**src/rtl/hs_fifo.sv**
```systemverilog
// hs_fifo: valid/ready FIFO with first-word fall-through read and any DEPTH >= 2.
// Define HS_FIFO_COUNT_EN to add the occupancy port `count`; otherwise only full/empty flags are kept.
module hs_fifo #(
    parameter int WIDTH = 32,
    parameter int DEPTH = 16
) (
    input  logic             clk,
    input  logic             rst_n,
    input  logic             in_valid,
    output logic             in_ready,
    input  logic [WIDTH-1:0] in_data,
    output logic             out_valid,
    input  logic             out_ready,
    output logic [WIDTH-1:0] out_data
`ifdef HS_FIFO_COUNT_EN
    ,
    output logic [$clog2(DEPTH+1)-1:0] count
`endif
);

    localparam int PTR_W = $clog2(DEPTH);
    localparam int CNT_W = $clog2(DEPTH + 1);
    localparam logic [PTR_W-1:0] PTR_LAST = PTR_W'(DEPTH - 1);

    logic [WIDTH-1:0] mem_q [DEPTH];
    logic [PTR_W-1:0] wr_ptr_q, wr_ptr_d, wr_ptr_nxt;
    logic [PTR_W-1:0] rd_ptr_q, rd_ptr_d, rd_ptr_nxt;
    logic             push, pop;

    assign push     = in_valid && in_ready;
    assign pop      = out_valid && out_ready;
    assign out_data = mem_q[rd_ptr_q];

    always_comb begin
        wr_ptr_nxt = (wr_ptr_q == PTR_LAST) ? '0 : wr_ptr_q + PTR_W'(1);
        rd_ptr_nxt = (rd_ptr_q == PTR_LAST) ? '0 : rd_ptr_q + PTR_W'(1);
        wr_ptr_d   = push ? wr_ptr_nxt : wr_ptr_q;
        rd_ptr_d   = pop  ? rd_ptr_nxt : rd_ptr_q;
    end

    always_ff @(posedge clk or negedge rst_n) begin
        if (!rst_n) begin
            wr_ptr_q <= '0;
            rd_ptr_q <= '0;
        end else begin
            wr_ptr_q <= wr_ptr_d;
            rd_ptr_q <= rd_ptr_d;
        end
    end

    // Storage is not reset; the pointers alone decide which entries are live.
    always_ff @(posedge clk) begin
        if (push) begin
            mem_q[wr_ptr_q] <= in_data;
        end
    end

`ifdef HS_FIFO_COUNT_EN
    logic [CNT_W-1:0] count_q, count_d;

    always_comb begin
        count_d = count_q;
        case ({push, pop})
            2'b10:   count_d = count_q + CNT_W'(1);
            2'b01:   count_d = count_q - CNT_W'(1);
            default: count_d = count_q;
        endcase
    end

    always_ff @(posedge clk or negedge rst_n) begin
        if (!rst_n) begin
            count_q <= '0;
        end else begin
            count_q <= count_d;
        end
    end

    assign in_ready  = (count_q != CNT_W'(DEPTH));
    assign out_valid = (count_q != '0);
    assign count     = count_q;
`else
    logic full_q, full_d;
    logic empty_q, empty_d;

    // Pointers are equal both when full and when empty; the flags disambiguate.
    always_comb begin
        full_d  = full_q;
        empty_d = empty_q;
        case ({push, pop})
            2'b10: begin
                empty_d = 1'b0;
                full_d  = (wr_ptr_nxt == rd_ptr_q);
            end
            2'b01: begin
                full_d  = 1'b0;
                empty_d = (rd_ptr_nxt == wr_ptr_q);
            end
            default: begin
                full_d  = full_q;
                empty_d = empty_q;
            end
        endcase
    end

    always_ff @(posedge clk or negedge rst_n) begin
        if (!rst_n) begin
            full_q  <= 1'b0;
            empty_q <= 1'b1;
        end else begin
            full_q  <= full_d;
            empty_q <= empty_d;
        end
    end

    assign in_ready  = !full_q;
    assign out_valid = !empty_q;
`endif

endmodule

```
**config.mk**
```make
export PLATFORM = sky130hd
export DESIGN_NAME = hs_fifo
export DESIGN_NICKNAME = d
export VERILOG_FILES = /design/src/rtl/hs_fifo.sv
export SDC_FILE = /design/constraint.sdc
export NUM_CORES = 1
export LEC_CHECK = 0
export ABC_AREA = 1
export CAP_MARGIN = 25
export CELL_PAD_IN_SITES_DETAIL_PLACEMENT = 1
export CELL_PAD_IN_SITES_GLOBAL_PLACEMENT = 1
export CORE_UTILIZATION = 54
export DETAILED_ROUTE_END_ITERATION = 10
export PLACE_DENSITY = 0.82
export SLEW_MARGIN = 25
export SYNTH_ARGS = -nofsm -noshare
export SYNTH_HDL_FRONTEND = slang
export SYNTH_SLANG_ARGS = --single-unit
```
**constraint.sdc**
```tcl
create_clock -name clk -period 4.7 [get_ports clk]
set_input_delay 0.705 -clock clk [delete_from_list [all_inputs] [get_ports clk]]
set_output_delay 0.705 -clock clk [all_outputs]
set_load 0.02 [all_outputs]
```
==> impl_summary.md, run 1 <==
Critical path
In this run the critical register-to-register path is launched from full_q. The arrival time at the worst endpoint is 3580 ps. In this design, the critical path's most frequently occurring cell is nand2_1. The worst endpoint required time is 3990 ps. Walking the worst path, the cells encountered are clkinv_2 -> buf_4 -> nor2_1 -> o21ai_0 -> nand3_1 -> nand2_1 -> nand2_1 -> clkdlybuf4s50_1. The largest stage delay on the critical path is 820 ps. Tracing the worst setup path back leads to its startpoint at rd_ptr_q[1].

In this run the worst path has a maximum fanout of 40. The type of destination of the critical path is an output port. The slowest cell on the critical path is dfrtp_2. STA classifies the critical path startpoint as a flip-flop. The worst setup path category is reg -> out. The depth of the most critical reg-to-reg path is 6.

Clocking
The later-pin clock latency in the skew report is 590 ps. The clock tree from TritonCTS is done. In this run the clock root is driven by a clkbuf_16. TritonCTS created 53 clock buffers. The clock drives 522 sinks. For this design, the CTS-stage hold fixing added 0 buffers. The number of setup buffers added after CTS is 0. After clock tree synthesis, the clock-pin slew on the worst setup and hold paths is 60 ps. The longest clock path from root to sink contains 3 buffers. The count of instances resized after the clock tree is built is 0. The H-tree depth is 2.

Floorplanning
The placement row count is 71. The initial core utilization is 0.5538. The overall die width is 199.5 um. The floorplan die height is 199.5 um.

The die covers 0.03978 sq mm. The total area inside the core boundary comes to 0.03802 sq mm. 70 I/O pins were placed.

Synth
The share of Yosys cell area claimed by the top area cell type is 0.7302. The share of the Yosys chip area taken by registers is 0.7422. Counting instances in the post-synthesis netlist gives the leading cell types as 512 x edfxtp_1, 404 x nand2_1, 169 x nor2_1, 147 x nand3_1, 143 x a21oi_1. The proportion of synthesized flip-flops having asynchronous set or reset is 0.01916. The library cell with the largest summed area after synthesis is edfxtp_1. The post-synthesis instance area is 0.02106 sq mm.

The net count after synthesis is 1,765. Among all flip-flop cells after synthesis, the most frequent one is edfxtp_1. The synthesized area per cell is 12.22 sq um.

Yosys attributes the largest share of cell area to edfxtp_1 73%, nand2_1 7.2%, nand3_1 3.5%. By instance count, the leading cell after synthesis is edfxtp_1. The number of different library cells in the post-synthesis netlist is 24. The post-synthesis cell count is 1,723.

The synthesized design contains 512 enable-type register cells. In this run, synthesis produced a sequential element count of 522. For this run, the number of Yosys warnings is 0.

Cells and area
The final non-filler cell total is 2,336. Across the whole layout, storage elements account for 0.01563 sq mm. The multi-input gate area in the final layout is 0.004671 sq mm. At the end of the flow the core is filled with cells to 0.6264.

The final layout net count is 1,826. Compared with the post-synthesis result, the final layout area differs by 13.12%. Fill cells in the final layout number 3,777.

The ratio of cells with drive above 1 in the final layout is 0.07072.

Route
The post-detailed-route DRC marker count is 0. The total wirelength of the detailed-routed design is 58.60 mm. Dividing the detail-routed wire length by the instance count gives 25.08 um. In the routed layout, each cell is associated on average with a via count of 5.958. The number of detailed-routing iterations run before antenna repair is 5. In this run the remaining antenna-violating nets after routing total 0. The detailed router placed 13.92k vias in this run. The detailed router finished its first iteration with 1,307 violations.

Run status
The flow ran to the end, and the final reports show no timing, DRC or antenna violations.

STA
Summed over all failing endpoints, the final setup total negative slack is 0 ps. Setup repair after global routing left no endpoint under its margin. The post-route clock skew is 13.33 ps. The smallest clock period supported by the final layout is computed as 4288 ps.

The share of the cycle needed by the critical path after routing is 0.9123. Setup slack on the critical path of the routed design comes to 412.0 ps. The final count of pins violating max slew is 0.

Setup violations remaining at the end of the flow were counted as 0. The hold violation total from the final report is 0. At the pin with the least slew margin, the transition time is 984.8 ps.

The worst pin sits at a relative slew slack of 0.3435. The maximum frequency from static timing analysis is 233.2 MHz.

Power
Across the VDD grid, the largest voltage drop is 0.3553 mV. In this run the power density over the cells is 640.5 mW/mm^2. In this run the static leakage power is 0.008442 uW. The design draws 15,250 uW.

Job
Across the run, the number of max-cap violations was 0.

Global routing
The number of global-route vias before repair is 14.77k. The final global-route overflow total is 0. The total routing resource utilization after global routing is 0.3045. The number of antenna violations at the first check in global routing is 1.

The first-pass GRT wire length is 88.06 mm. Entering global routing, the biggest net connects 149 pins.

Place
Timing analysis after detailed placement gives a worst setup slack of 1068 ps. The final weighted congestion of routability-driven global placement is 0.7806. Port buffering added 69 buffers. Once detailed placement completed, the half-perimeter wirelength came to 32.58 mm. After detailed placement, the design holds a cell count of 2,240.

Hold path
The class of the most critical hold timing path is in -> async.
[cell families (layout without fill, tap and decap cells)]
logic type                 count (synthesis)  count (layout)  share of synthesized area
and+or+nand+nor                          722             722                     0.1379
DFF                                      522             522                     0.7422
AOI/OAI and AO/OA                        298             298                    0.07410
buffers and inverters                    174             275                    0.04184
adders and majority gates                  6               6                   0.003565
xor gates and xnor gates                   1               1                  0.0004160
other                                      0               1                          0
[layout make-up]
| cell class | instances | share of cell area |
|---|---|---|
| antenna | 1 | 0.0001051 |
| clock buffer | 68 | 0.05805 |
| clock inverter | 27 | 0.007880 |
| inverter | 74 | 0.01192 |
| multi-input combinational | 1027 | 0.1961 |
| sequential | 522 | 0.6563 |
| tap | 511 | 0.02684 |
| timing repair buffer | 106 | 0.04276 |
[per-layer routing]
layer	up-vias	wire, um	global-route usage
met2	542	30090	0.5325
met4	0	1587	0.1040
met3	125	3495	0.03612
li1	6178	-	-
met1	7073	23420	0.3951
met5	-	0	0
[worst max-delay path, delay by kind of cell, from the launching register on]
kind / cells / cell delay [ps]
AO/OA/AOI/OAI: 1 / 130
buffers and inverters: 3 / 1470
flip-flops: 1 / 820
AND/OR/NAND/NOR: 4 / 530
[path summary, 6_finish.rpt]
check / to / slack [ps]
setup / recovery: out_data[24] / 410
hold / removal: rd_ptr_q[1] / 460
setup reg to reg: mem_q[5][10] / 2100
hold reg to reg: empty_q / 470
max in group asynchronous: rd_ptr_q[0] / 3860
min in group clk: empty_q / 470
[layout by cell type, fill, tap and decap left out, types with 4 or more instances in the layout]
| cell | netlist | layout |
|---|---|---|
| o21ai_0 | 120 | 120 |
| nor2_1 | 169 | 153 |
| nor2_4 | 1 | 17 |
| clkbuf_1 | 15 | 15 |
| edfxtp_1 | 512 | 512 |
| nand3_1 | 147 | 147 |
| buf_4 | 15 | 33 |
| dfrtp_1 | 9 | 6 |
| clkinv_1 | 2 | 15 |
| a21oi_1 | 143 | 143 |
| clkdlybuf4s50_1 | 0 | 69 |
| clkbuf_16 | 0 | 53 |
| ha_1 | 6 | 6 |
| buf_12 | 1 | 4 |
| o21ai_1 | 7 | 7 |
| inv_1 | 71 | 69 |
| clkinv_2 | 0 | 6 |
| nand2_1 | 404 | 403 |
| clkinvlp_4 | 0 | 6 |
| o211ai_1 | 27 | 27 |
[sequential cells by signal (all words and copies together), names as in the netlist]
register  cells
rd_ptr_q      4
empty_q       1
full_q        1
wr_ptr_q      4
mem_q       512
[through the flow]
step           hold WS, ps  instance area [sq um]
6_report             456.0                  23820
5_1_grt              491.3                  23820
4_1_cts              438.9                  23820
3_5_place_dp         465.0                  22250
3_3_place_gp         447.6                  22250
2_1_floorplan        409.4                  21060
[report_power, final]
group,internal [uW],leakage [uW],total (uW),switching (uW)
Sequential,5560,0.00474,5790,238
Combinational,1700,0.00295,5540,3840
Clock,2180,0.000744,3920,1740
Total,9430,0.00844,15300,5820
No activity file was read; power rests on OpenSTA's default activity.
==> inputs of run 2 (changes only) <==
- CORE_UTILIZATION: 54 -> 45
- HOLD_SLACK_MARGIN: unset -> 0.12
- PLACE_DENSITY: 0.82 -> 0.73
- clock period: 4.7 -> 3.9 ns (I/O delays scaled with it)
==> impl_summary.md, run 2 (synthesis results as in run 1) <==
Run status
The run finished with clean final reports.

Clocking
The clock tree from TritonCTS is done. In this run the deepest clock path goes through 3 buffers. At the later pin of the worst-skew pair, clock insertion delay measures 600 ps.

The number of clock buffers added by TritonCTS is 52. The hold buffer count at cts is 0. The number of sinks driven by the clock tree is 522. After clock tree synthesis, the clock-pin slew on the worst setup and hold paths is 60 ps. The number of buffers inserted to repair setup after CTS is 0. The clock tree synthesis step divided the H-tree into 2 levels. The clock root buffer is clkbuf_16.

Critical path
The type of destination of the critical path is an output port. In this run the critical register-to-register path is launched from full_q. The peak fanout along the critical path is 18. The worst setup path is of the reg -> out kind. The worst setup path is launched from a flip-flop.

The worst register-to-register path ends at mem_q[11][1]. For the worst flop-to-flop path, the logic depth is 6. The worst endpoint required time is 3310 ps. Data arrives at the worst endpoint at 3140 ps.

The register-to-register setup slack is 1490 ps.

Cells and area
The antenna diode instance count is 0. The largest registers in the layout are mem_q (512), rd_ptr_q (4), wr_ptr_q (4). More flip-flops sit in one register than any other, and that register is mem_q. The register with the most flip-flops in the layout has 512 of them. The final non-filler cell total is 2,428.

Leaving out fill and tap cells, the most frequent cells in the layout are 512 x edfxtp_1, 403 x nand2_1, 153 x nor2_1. Of the cells placed in the final design, the portion with a size suffix greater than 1 is 0.07659. The final layout net count is 1,831. The leading cell type in the layout, fill and taps excluded is edfxtp_1. The layout overhead on the synthesized area is 14.79%.

STA
Timing would allow up to 268.2 MHz. Setup repair after global routing left no endpoint under its margin. At the pin with the least slew margin, the transition time is 1055 ps. The final setup violation count is 0. Across the routed clock network, the largest skew measured is 17.92 ps. After routing, the total negative slack on setup checks comes to 0 ps. Headroom to the max-slew limit came out at 0.2966.

The hold violation total from the final report is 0. Of the available clock period, the critical path in the final layout requires 0.9562. The final count of pins violating max slew is 0. The final critical-path required period is 3729 ps.

Route
The post-detailed-route DRC marker count is 0. The number of DRC violations after detailed-routing iteration 0 is 1,042. The count of vias placed by the detailed router is 13.65k.

The routed via count divided by cell count is 5.621. The total wirelength of the detailed-routed design is 57.50 mm. After detailed routing, the average wire length per cell comes to 23.68 um.

In this run the remaining antenna-violating nets after routing total 0. The number of detailed-routing iterations run before antenna repair is 5.

Floorplanning
The floorplan die height is 218.3 um. The initial core utilization is 0.4600. The overall die width is 218.3 um. The core outline area is 0.04577 sq mm. The placement row count is 78.

The floorplan die area is 0.04766 sq mm. For this design the top-level I/O count stands at 70.

Power
The highest ir drop seen on vdd is 0.5253 mV. In this run the power density over the cells is 766.2 mW/mm^2. In this run the static leakage power is 0.008566 uW.

Global routing
Summed over all layers, the global routing overflow is 0. The number of antenna violations at the first check in global routing is 0. For this run, the total global-route usage over all layers was measured as 0.2463. The number of global-route vias before repair is 14.30k. Entering global routing, the biggest net connects 96 pins.

The first global-routing pass estimated 86.88 mm of wire.

Hold path
The class of the most critical hold timing path is in -> async.

Job
The number of max-cap violations is 0.

Place
Once detailed placement completed, the half-perimeter wirelength came to 31.39 mm. The total placed cells including tap cells is 2,335. Input and output buffers added on the ports amount to 69. Routability-driven placement finished with a final weighted congestion of 0.8098.
## run 2: area by class of cell
type / instances / area, sq um
fill: 4582 / 21600
clock buffer: 64 / 1368
clock inverter: 29 / 244.0
timing repair buffer: 112 / 1217
sequential: 522 / 15630
multi-input combinational: 1027 / 4671
tap: 600 / 750.7
inverter: 74 / 286.5
## run 2: metrics by stage
stage / total power, uW / area, sq um / util / setup WS, ps / hold WS (ps)
after global placement: 13540 / 22550 / 0.4927 / 751.2 / 451.3
after floorplan: 11120 / 21060 / - / 1177 / 289.4
after CTS: 18650 / 24160 / 0.5279 / 78.50 / 344.0
after global routing: 19410 / 24170 / 0.5280 / 23.83 / 369.5
after detailed placement: 13770 / 22550 / 0.4927 / 705.2 / 458.9
final: 18520 / 24170 / 0.5280 / 170.8 / 351.4
## run 2: worst max-delay path: stages, from the launching register on
cell,delay (ps)
dfrtp_2,600
nor2_4,600
buf_4,370
nand3_1,120
nand2_1,90
inv_1,50
nand3_1,70
nand2_1,80
clkdlybuf4s50_1,560
## run 2: worst max-delay path by stage
| stage | start | endpoint | slack, ps | depth (start not counted) |
|---|---|---|---|---|
| 5_1_grt | rd_ptr_q[1] | out_data[16] | 20 | 8 |
| 2_1_floorplan | in_valid | mem_q[0][0] | 1180 | 4 |
| 6_report | rd_ptr_q[1] | out_data[16] | 170 | 8 |
| 4_1_cts | rd_ptr_q[1] | out_data[4] | 80 | 8 |
| 3_3_place_gp | rd_ptr_q[1] | out_data[4] | 750 | 8 |
| 3_5_place_dp | rd_ptr_q[1] | out_data[4] | 710 | 8 |
## run 2: power by group
part,internal (uW),switching [uW],total (uW)
Clock,2750,2090,4840
Combinational,2160,4610,6760
Sequential,6690,226,6920
## run 2: timing repair
item,in CTS,in global routing
setup endpoints to repair,0,5
hold endpoints to repair,0,0
resized for setup,0,2
## run 2: per-layer routing
| metal | global-route usage | share of wire | vias up |
|---|---|---|---|
| met5 | 0 | 0 | - |
| met4 | 0.06853 | 0.021 | 0 |
| met3 | 0.03396 | 0.050 | 85 |
| met2 | 0.4182 | 0.50 | 373 |
| met1 | 0.3314 | 0.43 | 6990 |
| li1 | - | - | 6200 |
==> inputs of run 3 (changes only) <==
- CTS_CLUSTER_DIAMETER: unset -> 30
- GPL_ROUTABILITY_DRIVEN: unset -> 0
==> impl_summary.md, run 3 (synthesis results as in run 1) <==
Cells and area
The final layout net count is 1,888. In the layout the commonest cells are 512 x edfxtp_1, 403 x nand2_1, 153 x nor2_1. The layout overhead on the synthesized area is 24.79%. 0 antenna diodes ended up in the layout. The ratio of cells with drive above 1 in the final layout is 0.1298. The multi-input gate area in the final layout is 0.004671 sq mm. The largest registers in the layout are mem_q (512), rd_ptr_q (4), wr_ptr_q (4). The flip-flop count of the largest register, all copies and words added is 512. The leading cell type in the layout, fill and taps excluded is edfxtp_1. Counting flops per register, the top entry is mem_q. The sequential cells in the finished layout cover a total of 0.01563 sq mm. Fill cells in the final layout number 4,494.

STA
The final critical-path required period is 3786 ps. The post-route clock skew is 18.96 ps. The total negative setup slack is 0 ps. Setup repair after global routing left no endpoint under its margin.

In this run the tightest slew margin relative to its limit is 0.3129. The maximum frequency from static timing analysis is 264.2 MHz. The final worst setup slack is 114.3 ps.

The hold violation total from the final report is 0. Setup violations remaining at the end of the flow were counted as 0. The share of the cycle needed by the critical path after routing is 0.9707. The final count of pins violating max slew is 0.

For the pin with the worst max-slew slack, the measured transition is 1031 ps.

Critical path
STA puts the critical path data arrival time at 3200 ps. Among all stages on the critical path, the largest delay is contributed by buf_4. STA classifies the critical path startpoint as a flip-flop. Among cell families on the critical path, the largest total delay comes from buffers and inverters. The dominant cell type by count on the critical path is nand2_1. The cell depth of the worst setup path is 6. By startpoint and endpoint, the worst setup path is classified as reg -> out. The critical path goes through inv_2 -> buf_4 -> o211ai_1 -> nand2_1 -> nand2_1 -> clkdlybuf4s50_1. At the worst endpoint, the required time is 3310 ps.

The number of buffers and inverters on the critical path is 3. Counting cells, the worst reg-to-reg path comes to 6. The largest single stage delay on the critical path is 790 ps. In this run the worst path has a maximum fanout of 66.

The worst setup path is captured at an output port.

Route
The post-detailed-route DRC marker count is 0. The routed via count divided by cell count is 5.686. In the final routed layout, each cell accounts on average for 25.00 um.

The detailed router placed 14.41k vias in this run. For this block, the routed nets add up to 63.35 mm of wire. The number of detailed-routing iterations run before antenna repair is 5.

The residual antenna-violating net count after detailed routing is 0. In this run, the number of DRC markers left after iteration 0 of detailed routing was 1,397.

Place
The number of input and output port buffers inserted is 69. After legalization and detailed placement, the total HPWL measured 31.39 mm. At the placement stage, the worst setup path has a slack of 705.2 ps.

Floorplanning
The initial core utilization is 0.4600. The floorplan step set the die width to 218.3 um. The core outline area is 0.04577 sq mm.

The floorplan die area is 0.04766 sq mm. The floorplan die height is 218.3 um. In this run the count of I/O pins placed on the die edge is 70. The placement row count is 78.

Global routing
Entering global routing, the biggest net connects 96 pins. The number of antenna violations at the first check in global routing is 1. The final global-route overflow total is 0. The first-pass GRT wire length is 95.58 mm. The number of global-route vias before repair is 15.72k. For this run, the total global-route usage over all layers was measured as 0.2724.

Clocking
The clock tree from TritonCTS is done. The buffer depth of the longest clock path is 3. The H-tree generated during clock tree synthesis spans 3 levels.

The clock-pin slew of the registers on the worst-case setup and hold paths is 50 ps. The later pin in the worst-skew pair is clocked with a latency of 630 ps. TritonCTS created 104 clock buffers. The number of sinks driven by the clock tree is 522. The root buffer cell chosen for the clock tree is clkbuf_16.

Job
The number of max-cap violations is 0.

Power
Across the VDD grid, the largest voltage drop is 0.4222 mV. The leakage power total is 0.009570 uW. The cell area power density is 884.2 mW/mm^2.

Run status
The flow ran to the end, and the final reports show no timing, DRC or antenna violations.

Hold path
The min-delay analysis places its worst path in the category in -> async.
run 3: cell count changes in the layout (fill, tap and decap cells not counted), sizes merged:
cell and change:
buf +5, bufinv +16, clkbuf +46, clkinv +22, clkinvlp +11, inv +6
run 3: report_power, final:
group          switching [uW]  leakage [uW]  internal [uW]
registers                 236       0.00474           6710
clock network            3080       0.00177           6220
logic                    4790       0.00305           2190
run 3: final timing paths:
path,startpoint,to,slack (ps)
worst max-delay path,rd_ptr_q[2],out_data[22],110
worst min-delay path,rst_n,rd_ptr_q[0],320
worst max register to register,full_q,mem_q[11][10],1460
worst min register to register,empty_q,empty_q,460
max in group asynchronous,rst_n,rd_ptr_q[0],3160
min in group clk,empty_q,empty_q,460
run 3: stage by stage:
| stage | util | hold WS, ps | instance area [sq um] | instances | power, uW |
|---|---|---|---|---|---|
| 2_1_floorplan | - | 289.4 | 21060 | 1723 | 11120 |
| 3_3_place_gp | 0.4927 | 451.3 | 22550 | 2335 | 13540 |
| 3_5_place_dp | 0.4927 | 458.9 | 22550 | 2335 | 13770 |
| 4_1_cts | 0.5728 | 327.0 | 26220 | 2529 | 23280 |
| 5_1_grt | 0.5741 | 353.2 | 26280 | 2534 | 24130 |
| 6_report | 0.5741 | 321.1 | 26280 | 2534 | 23230 |
run 3: layout make-up:
cell class              instances  area share
clock buffers                 110     0.09990
clock inverters                84     0.03962
inverters                      74     0.01110
multi-input cells            1027      0.1778
flip-flops and latches        522      0.5950
well taps                     600     0.02857
repair buffers                117     0.04810
run 3: timing repair:
item / CTS / global route
hold buffers: 0 / 0
endpoints found under the setup margin: 0 / 14
buffers inserted: 0 / 5
resized for setup: 0 / 2
run 3: metal layers:
metal | vias to the layer above | global-route usage | wire length (um)
met1 | 7390 | 0.3358 | 25300
met2 | 538 | 0.4769 | 32600
met4 | 2 | 0.1096 | 1655
met3 | 117 | 0.04356 | 3779
met5 | - | 0 | 15
li1 | 6361 | - | -
run 3: worst register-to-register path: stages (launching register included):
cell,delay [ps]
dfrtp_1,370
inv_1,70
nand2_1,190
clkinv_1,240
nand2_1,230
nor2_4,590
buf_4,410
